--- config.mk ---
export PLATFORM = sky130hd
export DESIGN_NAME = adc_interleave_sched_8ch
export DESIGN_NICKNAME = d
export VERILOG_FILES = /design/src/rtl/adc_interleave_sched_8ch.sv
export SDC_FILE = /design/constraint.sdc
export NUM_CORES = 1
export LEC_CHECK = 0
export ABC_AREA = 1
export BUFFER_PORTS_ARGS = -buffer_cell sky130_fd_sc_hd__buf_4
export CAP_MARGIN = 20
export CORE_ASPECT_RATIO = 1.25
export CORE_MARGIN = 3
export CORE_UTILIZATION = 60
export CTS_BUF_LIST = sky130_fd_sc_hd__clkbuf_2 sky130_fd_sc_hd__clkbuf_4 sky130_fd_sc_hd__clkbuf_8
export DETAILED_ROUTE_END_ITERATION = 7
export GPL_ROUTABILITY_DRIVEN = 0
export PLACE_DENSITY = 0.83
export RECOVER_POWER = 100
export SLEW_MARGIN = 20
export SYNTH_ARGS = -nofsm -noshare
export SYNTH_HDL_FRONTEND = slang
export SYNTH_SLANG_ARGS = --single-unit
--- constraint.sdc ---
create_clock -name clk -period 3.9 [get_ports clk]
set_input_delay 0.195 -clock clk [delete_from_list [all_inputs] [get_ports clk]]
set_output_delay 0.195 -clock clk [all_outputs]
set_load 0.01 [all_outputs]
--- src/rtl/adc_interleave_sched_8ch.sv ---
// Interleaved ADC channel sequencer: walks enabled channels in ascending order and tags
// each sample so the tag lines up with the downstream mux's registered output.
module adc_interleave_sched_8ch #(
    parameter int DWELL_W = 4
) (
    input  logic               clk,
    input  logic               GlobalReset_n,
    input  logic               start,
    input  logic               stop,
    input  logic               mode,
    input  logic [7:0]         ch_enable,
    input  logic [DWELL_W-1:0] dwell,
    output logic [2:0]         x_adc_select,
    output logic               sample_valid,
    output logic [2:0]         sample_ch,
    output logic               sweep_done,
    output logic               busy,
    output logic               err_no_ch
);
    // state | meaning
    // IDLE  | waiting for start; select holds its last value
    // SCAN  | dwelling on sel_q, then advancing through act_mask_q
    // DRAIN | one cycle presenting the final sample_valid, then IDLE

    typedef enum logic [1:0] {IDLE, SCAN, DRAIN} state_t;

    state_t             state_q, state_d;
    logic [7:0]         act_mask_q, act_mask_d;
    logic               mode_q, mode_d;
    logic [DWELL_W-1:0] dwell_q, dwell_d;
    logic [DWELL_W-1:0] cnt_q, cnt_d;
    logic               stop_pend_q, stop_pend_d;
    logic [2:0]         sel_q, sel_d;
    logic               sample_valid_q, sample_valid_d;
    logic [2:0]         sample_ch_q, sample_ch_d;
    logic               sweep_done_q, sweep_done_d;
    logic               busy_q, busy_d;
    logic               err_q, err_d;
    logic [7:0]         higher;
    logic               stop_eff;

    function automatic logic [2:0] lowest_ch(input logic [7:0] m);
        lowest_ch = 3'd0;
        for (int i = 7; i >= 0; i--) begin
            if (m[i]) lowest_ch = 3'(i);
        end
    endfunction

    always_ff @(posedge clk or negedge GlobalReset_n) begin
        if (!GlobalReset_n) begin
            state_q        <= IDLE;
            act_mask_q     <= '0;
            mode_q         <= 1'b0;
            dwell_q        <= '0;
            cnt_q          <= '0;
            stop_pend_q    <= 1'b0;
            sel_q          <= 3'd0;
            sample_valid_q <= 1'b0;
            sample_ch_q    <= 3'd0;
            sweep_done_q   <= 1'b0;
            busy_q         <= 1'b0;
            err_q          <= 1'b0;
        end else begin
            state_q        <= state_d;
            act_mask_q     <= act_mask_d;
            mode_q         <= mode_d;
            dwell_q        <= dwell_d;
            cnt_q          <= cnt_d;
            stop_pend_q    <= stop_pend_d;
            sel_q          <= sel_d;
            sample_valid_q <= sample_valid_d;
            sample_ch_q    <= sample_ch_d;
            sweep_done_q   <= sweep_done_d;
            busy_q         <= busy_d;
            err_q          <= err_d;
        end
    end

    always_comb begin
        state_d        = state_q;
        act_mask_d     = act_mask_q;
        mode_d         = mode_q;
        dwell_d        = dwell_q;
        cnt_d          = cnt_q;
        stop_pend_d    = stop_pend_q;
        sel_d          = sel_q;
        sample_valid_d = 1'b0;
        sample_ch_d    = sample_ch_q;
        sweep_done_d   = 1'b0;
        busy_d         = busy_q;
        err_d          = 1'b0;
        // channels of the current sweep strictly above the one being dwelt on
        higher         = act_mask_q & ~((8'd2 << sel_q) - 8'd1);
        stop_eff       = stop_pend_q | stop;

        case (state_q)
            IDLE: begin
                if (start) begin
                    if (ch_enable != 8'd0) begin
                        act_mask_d  = ch_enable;
                        mode_d      = mode;
                        dwell_d     = dwell;
                        sel_d       = lowest_ch(ch_enable);
                        cnt_d       = '0;
                        stop_pend_d = 1'b0;
                        busy_d      = 1'b1;
                        state_d     = SCAN;
                    end else begin
                        err_d = 1'b1;
                    end
                end
            end
            SCAN: begin
                stop_pend_d = stop_eff;
                if (cnt_q == dwell_q) begin
                    sample_valid_d = 1'b1;
                    sample_ch_d    = sel_q;
                    cnt_d          = '0;
                    if (higher != 8'd0) begin
                        if (stop_eff) state_d = DRAIN;
                        else          sel_d   = lowest_ch(higher);
                    end else begin
                        sweep_done_d = 1'b1;
                        if (mode_q && !stop_eff) begin
                            // mask edits in continuous mode are only honoured here
                            if (ch_enable != 8'd0) begin
                                act_mask_d = ch_enable;
                                sel_d      = lowest_ch(ch_enable);
                            end else begin
                                err_d   = 1'b1;
                                state_d = DRAIN;
                            end
                        end else begin
                            state_d = DRAIN;
                        end
                    end
                end else begin
                    cnt_d = cnt_q + DWELL_W'(1);
                end
            end
            DRAIN: begin
                busy_d      = 1'b0;
                stop_pend_d = 1'b0;
                state_d     = IDLE;
            end
            default: state_d = IDLE;
        endcase
    end

    assign x_adc_select = sel_q;
    assign sample_valid = sample_valid_q;
    assign sample_ch    = sample_ch_q;
    assign sweep_done   = sweep_done_q;
    assign busy         = busy_q;
    assign err_no_ch    = err_q;

endmodule
==> flow_summary_export.csv <==
group,metric,value,unit
timing,setup_viol,0,
drt,antenna_left,0,
synthesis,synth_flop_cell,"dfrtp_1",
placed_design,post-place-ws,1710,ps
power,p_int,839,uW
worst_setup_path,r2r_slack,1180,ps
global_route,grt_max_degree,30,
power,switching_share,0.479,
worst_hold_path,whs_path_depth,3,
power,p_comb_frac,0.539,
timing,fin_skew,8.55,ps
power,pwr-share-seq,0.331,
cts,cts_setup_buffers,0,
drt,dr.pass1.iters,4,
worst_hold_path,hold_path_end,"dwell_q[2]",
global_route,antenna_found_initial,0,
worst_setup_path,worstPathRequired,4110,ps
synthesis,synth-edff-count,0,
synthesis,ys_ff_latch,29,
synthesis,post-synth-top-area-cell,"dfrtp_1",
global_route,grt_pass1_vias,1525,
timing,drv_slew,30,
synthesis,async_reset_ff_frac,1.00,
timing,timing.fmax,368,MHz
drt,drt-total-wl,3670,um
worst_setup_path,crit_type,"flop to flop",
cts,clock_path_buffers,2,
cts,clkTransAtPathRegs,90,ps
placed_design,place_hpwl,2850,um
cells_and_area,drive_gt1_frac,0.141,
timing,relSlewSlack,-0.0234,
global_route,grt_pass1_wl,6140,um
timing,layout_setup_ws,1180,ps
cells_and_area,multiInputGateArea,898,sq um
timing,fin_crit,2720,ps
synthesis,synth.top_cells.by_area,"dfrtp_1 40%, nand2_1 17%, inv_1 4.8%, nand3_1 4.7%, ha_1 3.5%",
worst_hold_path,hp-start,"dwell[2]",
worst_setup_path,rr_startpoint,"x_adc_select[1]",
worst_setup_path,cp-end-kind,"flop",
placed_design,portBuffers,26,
timing,tightestPinTransition,1540,ps
timing,rsz0062_at_grt,"false",
outcome,failed_checks,"max-capacitance violations, max-slew violations",
timing,setup_tns,0,ps
floorplanning,rows,21,
worst_setup_path,r2r_cells,13,
synthesis,ys_seq_area_frac,0.401,
cells_and_area,nNetsFinal,291,
drt,highest_layer,"met4",
drt,drt_iter0_markers,46,
outcome,status,"complete, but fails checks",
power,p_leak,1.05,nW
timing,hold_viol,0,
synthesis,netlist.area_leader.share,0.401,
cells_and_area,fill_cells,258,
synthesis,yosysUniqueCellTypes,30,
floorplanning,coreArea,2790,sq um
synthesis,yosysWarningCount,0,
drt,post_drt_wl_per_cell,12.1,um
worst_setup_path,worstPathArrival,2930,ps
global_route,grtUsageTotal,0.230,
cells_and_area,diodes,0,
cts,cts_resized,0,
synthesis,synthCells,239,
floorplanning,die_y,67.4,um
synthesis,syn-num-nets,261,
drt,wl_met1,1560,um
synthesis,syn_avg_cell_area,7.57,sq um
worst_setup_path,start_kind,"flop",
worst_setup_path,r2r_end,"act_mask_q[7]",
timing,fin_crit_sh,0.697,
drt,dr_wl_met2,1910,um
drt,dr_total_vias,1605,
power,vdd_drop_max,461,uV
cts,cts_root_buffer,"clkbuf_4",
cts,htreeDepth,2,
synthesis,synth_area,1810,sq um
cells_and_area,regArea,726,sq um
worst_setup_path,path_max_fanout,14,
worst_hold_path,hold_path_class,"input pin to flop",
power,power.share.clock,0.130,
floorplanning,die-area,3710,sq um
drt,drc,0,
power,powerDensity,803,nW/um^2
cts,clock_sinks,29,
power,p_sw,771,uW
cts,cts_buffers,5,
run,drv_cap,1,
drt,wl_met3,133,um
drt,viasPerCell,5.28,
global_route,grt.overflow.total,0,
cts,cts_tree,"built",
floorplanning,io_pins,27,
floorplanning,initial_utilization,0.650,
cts,clkLatencyLatePin,330,ps
floorplanning,die_w,55.1,um
cells_and_area,areaGrowthSynthToFinish,10.8,%
placed cells by master (no fill, tap or decap), drive strengths merged:
master        n
dlygate4sd3   1
o31ai         1
nor3          2
nand2        90
nand3b        1
o211ai        1
dfrtp        29
nor2         19
o21a          3
ha            5
nand4         7
clkinv        2
a21oi         5
buf          15
nand3        19
a21boi        1
xor2          2
inv          26
clkbuf       18
o21ai        18
a2bb2oi       1
xnor2         4
stage by stage:
stage	hold slack, ps	power (mW)	utilization	instances	area [sq um]
after detailed placement	137	1.50	0.721	295	2010
after global placement	135	1.47	0.721	295	2010
after CTS	45.8	1.71	0.750	304	2090
after floorplan	-101	1.29	-	239	1810
final	52.0	1.61	0.720	304	2000
after global routing	51.7	1.78	0.720	304	2000
cell families (layout without fill, tap and decap cells):
family | count (synthesis) | after routing | share of synthesized area
simple gates | 138 | 138 | 0.349
flops | 29 | 29 | 0.401
compound gates | 30 | 30 | 0.108
buf+inv | 31 | 62 | 0.0788
fa+ha+maj | 5 | 5 | 0.0346
xor+xnor | 6 | 6 | 0.0290
Yosys cell counts, types with 2 or more instances:
cell	count
nand3_1	17
xor2_1	2
nand2_2	5
nand2_4	3
ha_1	5
nor3_1	2
inv_2	2
dfrtp_1	29
inv_1	23
nor2_2	2
nand2_1	82
a21oi_1	5
o21a_1	3
xnor2_1	4
o21ai_1	2
o21ai_2	7
nand4_1	7
buf_6	3
nor2_4	2
nand3_2	2
nor2_1	15
o21ai_0	9
critical path, cell delays in order, from the launching register on:
cell,delay [ps]
dfrtp_1,490
nor2_1,290
nand2_1,90
ha_1,270
inv_1,120
nand3_1,80
nand3_1,110
nand2_1,100
nor2_1,300
nand2_4,80
nand2_1,110
nand2_1,300
nand2_1,150
o21ai_0,90
layout make-up:
class                           count  area share
Clock inverter                      1     0.00250
Inverter                           27      0.0518
Multi-Input combinational cell    179       0.448
Tap cell                           34      0.0212
Clock buffer                        7      0.0325
Timing Repair Buffer               27      0.0818
Sequential cell                    29       0.362
power by group through the flow:
stage | Combinational (mW) | Clock (mW) | Sequential [mW]
floorplan | 0.770 | 0 | 0.521
global placement | 0.932 | 0 | 0.540
detailed placement | 0.958 | 0 | 0.541
CTS | 0.960 | 0.213 | 0.536
global route | 1.00 | 0.224 | 0.551
finish | 0.868 | 0.209 | 0.533
sequential cells by signal, indices dropped and copies added (netlist names), 2 cells and up:
signal / flops
cnt_q: 4
x_adc_select: 3
sample_ch: 3
state_q: 2
dwell_q: 4
act_mask_q: 7
repair_timing:
action,in CTS,in global routing
hold buffers,1,0
hold endpoints to repair,29,0
setup endpoints to repair,0,0
routing by layer:
metal  vias to the layer above  GRT usage
met3                         9     0.0596
met2                        29      0.398
li1                        832          -
met5                         -          0
met1                       735      0.262
met4                         0     0.0912
worst max path at each step:
| stage | startpoint | end | slack (ps) |
|---|---|---|---|
| final | x_adc_select[1] | act_mask_q[7] | 1180 |
| after floorplan | x_adc_select[1] | act_mask_q[5] | 1840 |
| after detailed placement | x_adc_select[1] | x_adc_select[0] | 1710 |
| after global routing | x_adc_select[1] | act_mask_q[7] | 930 |
| after CTS | x_adc_select[1] | x_adc_select[0] | 1690 |
| after global placement | x_adc_select[1] | act_mask_q[3] | 1750 |
(Power assumes the default switching activity.)
